==> src/rtl/sync_arm_pkg.sv <==
// sync_arm_pkg: shared state encoding and arm register field positions
package sync_arm_pkg;
    typedef enum logic [1:0] {
        IDLE     = 2'd0,
        ARMED    = 2'd1,
        DELAY    = 2'd2,
        PERIODIC = 2'd3
    } state_t;
    localparam int ARM_BIT        = 0;
    localparam int SWMODE_BIT     = 1;
    localparam int PERIODIC_BIT   = 2;
    localparam int DLY_LSB        = 16;
    localparam int DEFAULT_PERIOD = 1048576;
endpackage

==> src/rtl/sync_edge_det.sv <==
// sync_edge_det: registered rising-edge detector with synchronous reset
module sync_edge_det (
    input  logic clk,
    input  logic rst,
    input  logic d,
    output logic rise
);
    logic q;
    // history flop follows the input every cycle, cleared by reset
    always_ff @(posedge clk) q <= rst ? 1'b0 : d;
    assign rise = d & ~q;
endmodule

==> src/rtl/sync_arm_ctrl.sv <==
// sync_arm_ctrl: arms on software edge, fires delayed and optionally periodic sync pulses
import sync_arm_pkg::*;
module sync_arm_ctrl #(
    parameter int PERIOD = DEFAULT_PERIOD,
    parameter int DLY_W  = 16,
    parameter int CNT_W  = 32
) (
    input  logic             user_clk,
    input  logic             user_rst,
    input  logic [31:0]      arm_reg,
    input  logic             ext_sync,
    output logic             sync_out,
    output logic             armed,
    output logic [1:0]       state,
    output logic [CNT_W-1:0] sync_count
);
    localparam logic [CNT_W-1:0] ONE    = CNT_W'(1);
    localparam logic [CNT_W-1:0] RELOAD = CNT_W'(PERIOD - 1);
    state_t           cur, nxt;
    logic             arm_rise, ext_rise, trig, fire, sw_mode, pen, unused_bits;
    logic [DLY_W-1:0] dly;
    logic [CNT_W-1:0] cnt, cnt_nxt;
    sync_edge_det u_arm (.clk(user_clk), .rst(user_rst), .d(arm_reg[ARM_BIT]), .rise(arm_rise));
    sync_edge_det u_ext (.clk(user_clk), .rst(user_rst), .d(ext_sync), .rise(ext_rise));
    assign pen         = arm_reg[PERIODIC_BIT];
    assign trig        = sw_mode | ext_rise;
    assign unused_bits = ^arm_reg[DLY_LSB-1:PERIODIC_BIT+1];
    // state register
    always_ff @(posedge user_clk) cur <= user_rst ? IDLE : nxt;
    // next state: the pulse cycle itself decides between PERIODIC and IDLE
    always_comb begin
        nxt = cur;
        case (cur)
            IDLE:     nxt = arm_rise ? ARMED : IDLE;
            ARMED:    nxt = trig ? DELAY : ARMED;
            DELAY:    nxt = sync_out ? (pen ? PERIODIC : IDLE) : DELAY;
            PERIODIC: nxt = arm_rise ? ARMED :
                            sync_out ? (pen ? PERIODIC : IDLE) :
                            (cnt == ONE && !pen) ? IDLE : PERIODIC;
            default:  nxt = IDLE;
        endcase
    end
    // outputs and counter next value; a counter value of 1 means pulse on the next edge
    always_comb begin
        armed   = cur == ARMED;
        state   = cur;
        fire    = (cur == ARMED && trig && dly == '0) ||
                  (cur == DELAY && !sync_out && cnt == ONE) ||
                  (cur == PERIODIC && !arm_rise && !sync_out && cnt == ONE && pen);
        cnt_nxt = (cur == ARMED) ? (trig ? CNT_W'(dly) : '0) :
                  (nxt == PERIODIC && sync_out) ? RELOAD :
                  (nxt inside {DELAY, PERIODIC} && cnt != '0) ? cnt - ONE : '0;
    end
    // pulse, counters and latched arm fields
    always_ff @(posedge user_clk) begin
        if (user_rst) begin
            sync_out   <= 1'b0;
            sync_count <= '0;
            cnt        <= '0;
            dly        <= '0;
            sw_mode    <= 1'b0;
        end else begin
            sync_out <= fire;
            cnt      <= cnt_nxt;
            if (sync_out) sync_count <= sync_count + ONE;
            if (arm_rise && (cur == IDLE || cur == PERIODIC)) begin
                dly     <= arm_reg[DLY_LSB +: DLY_W];
                sw_mode <= arm_reg[SWMODE_BIT];
            end
        end
    end
endmodule

==> config.mk <==
export PLATFORM = sky130hd
export DESIGN_NAME = sync_arm_ctrl
export DESIGN_NICKNAME = d
export VERILOG_FILES = /design/src/rtl/sync_arm_pkg.sv /design/src/rtl/sync_edge_det.sv /design/src/rtl/sync_arm_ctrl.sv
export SDC_FILE = /design/constraint.sdc
export NUM_CORES = 1
export LEC_CHECK = 0
export BUFFER_PORTS_ARGS = -buffer_cell sky130_fd_sc_hd__buf_2
export CAP_MARGIN = 15
export CORE_MARGIN = 2
export CORE_UTILIZATION = 35
export CTS_CLUSTER_DIAMETER = 50
export DETAILED_ROUTE_END_ITERATION = 10
export PLACE_DENSITY_LB_ADDON = 0.12
export SYNTH_ARGS = -nofsm -noshare
export SYNTH_HDL_FRONTEND = slang
export SYNTH_HIERARCHICAL = 1
export SYNTH_SLANG_ARGS = --single-unit
==> constraint.sdc <==
create_clock -name user_clk -period 2.5 [get_ports user_clk]
set_clock_uncertainty 0.2 [all_clocks]
set_input_delay 0.5 -clock user_clk [delete_from_list [all_inputs] [get_ports user_clk]]
set_output_delay 0.5 -clock user_clk [all_outputs]
set_load 0.01 [all_outputs]
Word-level counts from Yosys, hierarchy flattened
Cells that the tools add are included.
{ "totals": {"ff_bits": 86, "inputBits": 35, "out_inout_bits": 36, "wordCells": 55} }
{ "op_classes": {"n_addsub": 2, "n_eq_ne": 6, "mux": 12, "bitwise": 5, "reduce_logical": 22} }
{ "ops": {"columns": ["op", "n"], "rows": [
  ["32-bit two-way mux", 3],
  ["32-bit by 1-bit adder with 32-bit output, second input constant", 1],
  ["32-bit by 1-bit == test with 1-bit output, second input constant", 1],
  ["32-bit nonzero test", 1],
  ["32-bit by 1-bit subtractor with 32-bit output, second input constant", 1],
  ["16-bit zero test", 1],
  ["16-bit two-way mux", 1],
  ["1-bit logical AND", 12],
  ["2-bit two-way mux", 6],
  ["2-bit == test, second input constant", 4],
  ["2-bit case mux with 4 select lines", 1],
  ["1-bit zero test", 3],
  ["1-bit logical OR", 3],
  ["1-bit bitwise AND", 2],
  ["2-bit by 1-bit == test with 1-bit output, second input constant", 1],
  ["2-bit zero test", 1],
  ["1-bit inverter", 2],
  ["2-bit nonzero test", 1],
  ["1-bit two-way mux", 1],
  ["1-bit OR", 1]
]} }

Depth between registers and ports, before layout
Gate-level depths: netlist of the first run.
{ "logic_depth": {"depth_word": 12, "mapped_depth": 8, "depth_no_buf": 7} }

Modules after synthesis
The synthesis of the first run kept the hierarchy.
{ "by_module_without_submodules": {"columns": ["module", "instances", "cells_each", "area_per_inst_um2", "seq_area_each_um2"], "rows": [
  ["sync_arm_ctrl", 1, 464, 3908.7, 1681.6],
  ["sync_edge_det", 2, 3, 47.5, 20.0]
]} }

Worst setup path after synthesis of the first run
Ideal clock, no wire load.
{ "synth_timing": {"path_kind": "register to register", "startpoint": "register cnt[6]", "endpoint": "register cnt[10]", "setup_time_ns": 0.122, "arrival_time_ns": 1.928, "required_ns": 2.178, "setup_slack_ns": 0.250, "stages_incl_launch_ff": 6, "n_path_buf": 0, "period_less_slack_ns": 2.250, "cell_sequence": "dfxtp_1 > or4_4 > nor4_4 > o2111ai_1 > and2_4 > a221o_1"} }
{ "synth_via": {"elab_chain_len": 12, "word_cells_on_any_way": 16, "classes_between": "add/sub (1); eq/ne (3); mux (7); reduce/logical (5)"} }
{ "synth_rtl": {"columns": ["element", "line", "text"], "rows": [
  ["start: declaration", "sync_arm_ctrl.sv:22", "logic [CNT_W-1:0] cnt, cnt_nxt;"],
  ["start signal: assignment", "sync_arm_ctrl.sv:64", "cnt <= cnt_nxt;"],
  ["32-bit by 1-bit == test with 1-bit output", "sync_arm_ctrl.sv:39", "(cnt == ONE && !pen) ? IDLE : PERIODIC;"],
  ["1-bit logical AND", "sync_arm_ctrl.sv:39", null],
  ["2-bit two-way mux", "sync_arm_ctrl.sv:39", null],
  ["2-bit two-way mux", "sync_arm_ctrl.sv:38", "sync_out ? (pen ? PERIODIC : IDLE) :"],
  ["2-bit two-way mux", "sync_arm_ctrl.sv:37", "PERIODIC: nxt = arm_rise ? ARMED :"],
  ["2-bit case mux with 4 select lines", "sync_arm_ctrl.sv:33", "case (cur)"],
  ["2-bit == test, on equally long branches", "sync_arm_ctrl.sv:52, sync_arm_ctrl.sv:51", null],
  ["2-bit nonzero test", "sync_arm_ctrl.sv:52", "(nxt inside {DELAY, PERIODIC} && cnt != '0) ? cnt - ONE : '0;"],
  ["1-bit logical AND", "sync_arm_ctrl.sv:52", null],
  ["32-bit two-way mux", "sync_arm_ctrl.sv:52", null],
  ["32-bit two-way mux (*)", "sync_arm_ctrl.sv:51", "(nxt == PERIODIC && sync_out) ? RELOAD :"],
  ["32-bit two-way mux (*)", "sync_arm_ctrl.sv:50", "cnt_nxt = (cur == ARMED) ? (trig ? CNT_W'(dly) : '0) :"]
]} }
Every way passes the cells marked *; elsewhere a longest branch is shown, timed or not.
A chain may end at the register's enable or synchronous reset.

Final worst setup path of the first run
{ "layout_timing": {"startpoint": "register cnt[6]", "endpoint": "register cnt[3]"} }
The elaborated chain is that of the path after synthesis.

==> results of run 1 <==
registers in the layout, summed over array words and instances (netlist names):
register    flops
dly            16
u_arm/q         1
sync_out        1
sw_mode         1
sync_count     32
u_ext/q         1
cnt            32
state           2
metrics by stage:
step | util [%] | TNS (ns) | hold slack (ns) | power, mW
after floorplan | - | 0 | 0.247 | 1.59
after global placement | 40.2 | -0.0362 | 0.266 | 1.66
after detailed placement | 40.2 | -0.0479 | 0.266 | 1.67
after CTS | 43.1 | 0 | 0.180 | 3.12
after global routing | 43.2 | 0 | 0.191 | 3.22
final | 43.2 | 0 | 0.188 | 3.08
power by group through the flow:
stage	clock, mW	sequential (mW)	combinational (mW)
2_1_floorplan	0	1.44	0.151
3_3_place_gp	0	1.45	0.216
3_5_place_dp	0	1.45	0.218
4_1_cts	1.49	1.42	0.219
5_1_grt	1.56	1.42	0.245
6_report	1.45	1.42	0.217
worst max-delay path, cell delays in order, from the launching register on:
cell and delay (ns):
dfxtp_1 0.34, or4_4 0.57, nor4_4 0.29, o2111ai_1 0.23, and2_4 0.22, a221o_1 0.32
layout make-up:
| cell class | instances | area (um2) | area share [%] |
|---|---|---|---|
| Tap cell | 143 | 179 | 3.67 |
| Sequential cell | 86 | 1720 | 35.3 |
| Multi-Input combinational cell | 353 | 2170 | 44.5 |
| Timing Repair Buffer | 78 | 447 | 9.17 |
| Inverter | 9 | 33.8 | 0.693 |
| Clock inverter | 5 | 81.3 | 1.67 |
| Clock buffer | 11 | 243 | 4.98 |
per-layer routing:
layer  GRT usage [%]  up-vias  wire (um)
li1                -     1771          -
met5               0        -          0
met3            3.61       19        404
met1            20.1     1577       4370
met4            8.00        0        235
met2            25.4       65       4340
kinds of logic (layout without fill, tap and decap cells):
logic type,after synthesis,after routing,synth area share (%)
DFF,86,86,43.0
AOI/OAI and AO/OA,71,71,10.5
and+or+nand+nor,216,216,28.2
muxes,1,1,0.250
buffers and inverters,31,103,3.06
adders and majority gates,8,8,2.50
xor gates and xnor gates,57,57,12.5
layout by cell type (no fill, tap or decap), types with 6 or more instances in the layout:
cell type / n
nand2_1: 54
dfxtp_1: 86
nor4_1: 13
xor2_1: 41
clkbuf_16: 9
buf_4: 20
or3_1: 6
and4_1: 6
nor2_1: 63
a21oi_1: 33
ha_1: 8
nor3_1: 8
inv_1: 9
o21ai_0: 18
buf_2: 57
xnor2_1: 16
nand3_1: 13
nand4_1: 19
worst paths after layout:
kind / to / slack, ns / from / cells after the start
max: cnt[3] / 0.22 / cnt[6] / 5
min: u_ext/q / 0.19 / ext_sync / 2
max reg2reg: cnt[3] / 0.22 / cnt[6] / 5
min reg2reg: dly[7] / 0.28 / dly[7] / 2
==> flow_metrics.tcl, run 1 <==
set metrics [dict create \
    async_reset_ff_share_pct 0 \
    cts_root_buf "clkbuf_16" \
    ys_ff_latch 86 \
    synthesis.instances 470 \
    period_minus_slack_ns 2.28 \
    dr.pass1.iters 4 \
    worst_setup_path_end_kind "flip-flop" \
    num_vias 3432 \
    switching_power_mw 0.691 \
    maxCapViolCount 0 \
    combinationalPowerShare_pct 7.0 \
    synth_top_area_share_pct 43.0 \
    ys_seq_area_share_pct 43.0 \
    gr-total-overflow 0 \
    cts_resized 0 \
    status "completed" \
    setup_violations 0 \
    synth_largest_area_cell "dfxtp_1" \
    p_seq_share_pct 45.9 \
    required_ns 2.53 \
    rsz0062_at_grt "no" \
    grt_pass1_wl_um 15900 \
    place_hpwl_um 6730 \
    start_util_pct 35.5 \
    grt_pass1_vias 3330 \
    post-cts-setup-buffer-count 0 \
    grt.total_usage_pct 15.9 \
    port_buffers 57 \
    power.clock.fraction_pct 47.1 \
    maxSlewViolCount 0 \
    yosys-top-cells-count "dfxtp_1, nor2_1, nand2_1" \
    dieArea_mm2 0.0123 \
    die_x_um 111 \
    yosysMostFrequentCell "dfxtp_1" \
    place.gp.congestion 0.791 \
    antenna_found_initial 0 \
    path_class "flip-flop to flip-flop" \
    cp_max_fo 5 \
    dp.cells 668 \
    antenna_cells 0 \
    netlist_area_mm2 0.00400 \
    p_int_mw 2.39 \
    avgSynthCellArea_um2 8.52 \
    fin_ws_ns 0.223 \
    final_cell_count_no_fill 685 \
    power_switching_share_pct 22.4 \
    synthFlopType "dfxtp_1" \
    p_per_area_mw_per_mm2 633 \
    yosys_warnings 6 \
    synth_edf_count 0 \
    h-tree-depth 3 \
    io_pins 71 \
    preCtsSetupSlack_ns -0.0327 \
    worst_hold_path_type "input port to flip-flop" \
    cts_buffers 9 \
    cts.sinks 86 \
    ys_top_cells_by_area "dfxtp_1, xor2_1, nor2_1" \
    total_leakage_power_nw 2.16 \
    dpl_cell_area_mm2 0.00454 \
    tightest_slew_ns 0.684 \
    die_y_um 111 \
    insertion_delay_ns 0.34 \
    drt_iter0_markers 191 \
    clockBufferDepth 2 \
    ant_nets 0 \
    remaining_drc_errors 0 \
    rows 39 \
    tritoncts "done" \
    vdd.ir_drop.worst_mv 0.283 \
    cts_hold_buf 0 \
    design_area_mm2 0.00487 \
    timing.fmax_mhz 439 \
    worstSetupStartpointType "flip-flop" \
    fill_cells 1153 \
    wirelength_um 9350 \
    grt_max_degree 55 \
    coreArea_mm2 0.0113 \
    area_delta_synth_final_pct 21.7 \
    cts.clk_slew.worst_paths_ns 0.06 \
    cp.arrival_ns 2.31 \
    drive_gt1_share_pct 19.2 \
    synth_nets 513 \
    via_per_inst 5.01 \
    relSlewSlack_pct 54.3 \
    synth_cell_types 45 \
    detail_route.wl_per_cell_um 13.6 \
    nNetsFinal 580 \
    hold_violations 0 \
    fin_crit_sh_pct 91.1 \
]
No activity file was read; power rests on OpenSTA's default activity.
==> inputs of run 2 (changes only) <==
--- a/config.mk
+++ b/config.mk
@@ -11,6 +11,7 @@
 export CORE_UTILIZATION = 35
 export CTS_CLUSTER_DIAMETER = 50
 export DETAILED_ROUTE_END_ITERATION = 10
+export MAX_ROUTING_LAYER = met4
 export PLACE_DENSITY_LB_ADDON = 0.12
 export SYNTH_ARGS = -nofsm -noshare
 export SYNTH_HDL_FRONTEND = slang
==> run 2 against run 1 <==
  * Count of clock-buffer cells in the layout unchanged
  * Sequential cell count unchanged
  * Wire length down 0.32%
  * Global-route usage up 0.45 points
  * Fmax about the same
  * Highest routed layer unchanged
  * Register-to-register slack about the same
  * Total power down 0.23%
  * First-iteration DRC count up 13%
  * Worst setup slack better by 0.00054 ns
==> flow_metrics.tcl, run 2 (same netlist as run 1, synthesis figures left out) <==
set metrics [dict create \
    cts_hold_buf 0 \
    worst_hold_path_type "input port to flip-flop" \
    drive_gt1_share_pct 19.2 \
    dieArea_mm2 0.0123 \
    drt_iter0_markers 216 \
    wirelength_um 9320 \
    cts.clk_slew.worst_paths_ns 0.06 \
    dpl_cell_area_mm2 0.00454 \
    grt.total_usage_pct 16.3 \
    fin_crit_sh_pct 91.1 \
    hold_violations 0 \
    rows 39 \
    insertion_delay_ns 0.34 \
    fill_cells 1153 \
    fin_ws_ns 0.223 \
    coreArea_mm2 0.0113 \
    die_x_um 111 \
    critPathSlowestCell "or4_4" \
    status "completed" \
    path_class "flip-flop to flip-flop" \
    path_delay_family "simple AND/OR/NAND/NOR gates" \
    period_minus_slack_ns 2.28 \
    antenna_cells 0 \
    largestRegisters "cnt: 32 flops, sync_count: 32 flops, dly: 16 flops" \
    max_stage_delay_ns 0.57 \
    port_buffers 57 \
    clockBufferDepth 2 \
    tritoncts "done" \
    cp_max_fo 5 \
    multiInputGateArea_mm2 0.00217 \
    antenna_found_initial 0 \
    place.gp.congestion 0.802 \
    timing.fmax_mhz 439 \
    grt_max_degree 55 \
    cts_resized 0 \
    min_from "ext_sync" \
    detail_route.wl_per_cell_um 13.6 \
    io_pins 71 \
    area_delta_synth_final_pct 21.7 \
    total_leakage_power_nw 2.16 \
    vdd.ir_drop.worst_mv 0.283 \
    tightest_slew_ns 0.686 \
    layout_commonest_cell "dfxtp_1" \
    place_hpwl_um 6730 \
    nNetsFinal 580 \
    die_y_um 111 \
    maxCapViolCount 0 \
    rsz0062_at_grt "no" \
    cts_buffers 9 \
    worst_setup_path_end_kind "flip-flop" \
    post-cts-setup-buffer-count 0 \
    maxSlewViolCount 0 \
    regArea_mm2 0.00172 \
    worstSetupStartpointType "flip-flop" \
    setup_violations 0 \
    gr-total-overflow 0 \
    cp.arrival_ns 2.31 \
    remaining_drc_errors 0 \
    preCtsSetupSlack_ns -0.0327 \
    num_vias 3437 \
    h-tree-depth 3 \
    grt_pass1_vias 3333 \
    startpoint "cnt[6]" \
    cts.sinks 86 \
    crit_chain "or4_4 > nor4_4 > o2111ai_1 > and2_4 > a221o_1" \
    cts_root_buf "clkbuf_16" \
    finalPower_mw 3.08 \
    ant_nets 0 \
    grt_pass1_wl_um 15900 \
    timing.rr.start "cnt[6]" \
    tns_ns 0 \
    design_area_mm2 0.00487 \
    final_util_pct 43.2 \
    layout_common_cells "dfxtp_1, nor2_1, buf_2" \
    required_ns 2.53 \
    cp.buffers_inverters 0 \
    p_per_area_mw_per_mm2 631 \
    relSlewSlack_pct 54.2 \
    start_util_pct 35.5 \
    dr.pass1.iters 4 \
    via_per_inst 5.02 \
]
run 2: per-layer routing:
| metal | track usage (%) | part of all wire [%] |
|---|---|---|
| met5 | - | 0 |
| met4 | 7.50 | 2.1 |
| met3 | 3.34 | 4.0 |
| met2 | 25.4 | 47 |
| met1 | 20.5 | 47 |
run 2: report_power, final:
| group | total, mW | leakage (nW) | internal [mW] | switching, mW |
|---|---|---|---|---|
| Clock | 1.44 | 0.156 | 0.904 | 0.541 |
| Sequential | 1.42 | 0.696 | 1.39 | 0.0219 |
| Combinational | 0.217 | 1.31 | 0.0950 | 0.122 |
| Total | 3.08 | 2.16 | 2.39 | 0.684 |
run 2: metrics by stage:
stage               hold WS (ns)  std cells
finish                     0.190        685
global placement           0.266        668
CTS                        0.180        684
detailed placement         0.266        668
floorplan                  0.247        470
global route               0.190        685
run 2: path summary, 6_finish.rpt:
| path | to | cells after the start | slack [ns] |
|---|---|---|---|
| max | cnt[3] | 5 | 0.22 |
| min reg2reg | dly[8] | 2 | 0.28 |
| max reg2reg | cnt[3] | 5 | 0.22 |
| min | u_ext/q | 2 | 0.19 |
run 2: layout make-up:
| class | count | area share [%] |
|---|---|---|
| clock inverter | 5 | 1.67 |
| multi-input combinational | 353 | 44.5 |
| inverter | 9 | 0.693 |
| tap | 143 | 3.67 |
| timing repair buffer | 78 | 9.17 |
| sequential | 86 | 35.3 |
| clock buffer | 11 | 4.98 |
==> inputs of run 3 (changes only) <==
--- a/config.mk
+++ b/config.mk
@@ -8,10 +8,9 @@
 export BUFFER_PORTS_ARGS = -buffer_cell sky130_fd_sc_hd__buf_2
 export CAP_MARGIN = 15
 export CORE_MARGIN = 2
-export CORE_UTILIZATION = 35
+export CORE_UTILIZATION = 44
 export CTS_CLUSTER_DIAMETER = 50
 export DETAILED_ROUTE_END_ITERATION = 10
-export MAX_ROUTING_LAYER = met4
 export PLACE_DENSITY_LB_ADDON = 0.12
 export SYNTH_ARGS = -nofsm -noshare
 export SYNTH_HDL_FRONTEND = slang
==> run 3 against run 2 <==
  * Global-route usage up 2.1 points
  * Non-clock buffer count down 1
  * Die area is 20% lower
  * Worst hold slack got worse by 0.016 ns
  * Fmax shrank 1.1%
  * Wire length decreased by 4.7%
  * Count of clock-buffer cells in the layout fell by 1
  * Worst setup slack lost 0.026 ns
  * Critical endpoint is now cnt[11]
  * Largest cell class unchanged
  * Highest routed layer unchanged
==> flow_metrics.tcl, run 3 (same netlist as run 1, synthesis figures left out) <==
set metrics [dict create \
    cp.arrival_ns 2.39 \
    clockBufferDepth 2 \
    gr-total-overflow 0 \
    coreArea_mm2 0.00876 \
    final_util_pct 53.5 \
    fill_cells 849 \
    vdd.ir_drop.worst_mv 0.207 \
    dieArea_mm2 0.00988 \
    cts_buffers 9 \
    tightest_slew_ns 1.05 \
    fin_crit_sh_pct 92.1 \
    worstSetupStartpointType "flip-flop" \
    rsz0062_at_grt "no" \
    timing.rr.start "state[1]" \
    layout_common_cells "dfxtp_1, nor2_1, buf_2" \
    period_minus_slack_ns 2.30 \
    antenna_cells 0 \
    maxSlewViolCount 0 \
    port_buffers 57 \
    finalPower_mw 2.61 \
    antenna_found_initial 0 \
    io_pins 71 \
    grt_pass1_wl_um 14800 \
    die_y_um 99.4 \
    grt_pass1_vias 3176 \
    total_leakage_power_nw 2.10 \
    dr.pass1.iters 4 \
    insertion_delay_ns 0.35 \
    drive_gt1_share_pct 18.7 \
    via_per_inst 5.32 \
    status "completed" \
    cts_hold_buf 0 \
    layout_commonest_cell "dfxtp_1" \
    worst_hold_path_type "input port to flip-flop" \
    maxCapViolCount 0 \
    rows 34 \
    num_vias 3455 \
    relSlewSlack_pct 29.9 \
    die_x_um 99.4 \
    whs_ns 0.174 \
    timing.fmax_mhz 434 \
    h-tree-depth 3 \
    hold_violations 0 \
    cts_resized 0 \
    post-cts-setup-buffer-count 0 \
    cts.sinks 86 \
    startpoint "state[1]" \
    cts.clk_slew.worst_paths_ns 0.09 \
    wirelength_um 8880 \
    largestRegisters "cnt: 32 flops, sync_count: 32 flops, dly: 16 flops" \
    worst_setup_path_end_kind "flip-flop" \
    start_util_pct 45.7 \
    p_per_area_mw_per_mm2 558 \
    place_hpwl_um 6340 \
    area_delta_synth_final_pct 17.0 \
    drt_iter0_markers 106 \
    tns_ns 0 \
    cts_root_buf "clkbuf_8" \
    setup_violations 0 \
    path_class "flip-flop to flip-flop" \
    tritoncts "done" \
    grt.total_usage_pct 18.4 \
    detail_route.wl_per_cell_um 13.7 \
    nNetsFinal 579 \
    remaining_drc_errors 0 \
    place.gp.congestion 0.785 \
    ant_nets 0 \
    cp_max_fo 17 \
    grt_max_degree 55 \
    ff2ff_setup_slack_ns 0.20 \
    required_ns 2.58 \
    min_from "arm_reg[23]" \
]
==> run 3: cell types whose count changed in the layout (fill, tap and decap cells not counted), sizes merged <==
cell and delta:
clkinv +2, buf -1, bufinv -1, clkbuf -1
==> run 3: report_power, final <==
part           switching [mW]  internal, mW
clock network           0.517         0.471
logic                   0.120        0.0931
registers              0.0213          1.39
total                   0.658          1.96
==> run 3: path summary, 6_finish.rpt <==
path / endpoint / cells past startpoint
min reg2reg: dly[5] / 2
max: cnt[11] / 7
min: dly[7] / 3
max reg2reg: cnt[11] / 7
==> run 3: through the flow <==
stage / instances / instance area, um2 / setup slack (ns)
floorplan: 470 / 4000 / 0.250
global placement: 632 / 4480 / 0.136
detailed placement: 632 / 4480 / 0.113
CTS: 648 / 4680 / 0.108
global route: 649 / 4680 / 0.0236
finish: 649 / 4680 / 0.197
==> run 3: cell type report <==
cell class	count	area [um2]	share of cell area [%]
Timing Repair Buffer	77	435	9.29
Inverter	9	33.8	0.721
Multi-Input combinational cell	353	2160	46.1
Clock buffer	10	128	2.72
Sequential cell	86	1720	36.8
Clock inverter	6	71.3	1.52
Tap cell	108	135	2.88
==> run 3: per-layer routing <==
| layer | global-route usage [%] | up-vias | part of all wire, % |
|---|---|---|---|
| li1 | - | 1778 | - |
| met1 | 24.2 | 1617 | 47 |
| met2 | 29.1 | 54 | 46 |
| met3 | 5.69 | 6 | 5.1 |
| met4 | 5.90 | 0 | 1.1 |
| met5 | 0 | - | 0 |
==> run 3: worst max-delay path, stage by stage, from the launching register on <==
cell,delay [ns]
dfxtp_1,0.35
inv_1,0.09
ha_1,0.19
o21ai_0,0.14
buf_4,0.17
nor2_1,0.78
a21oi_1,0.20
o21ai_0,0.12
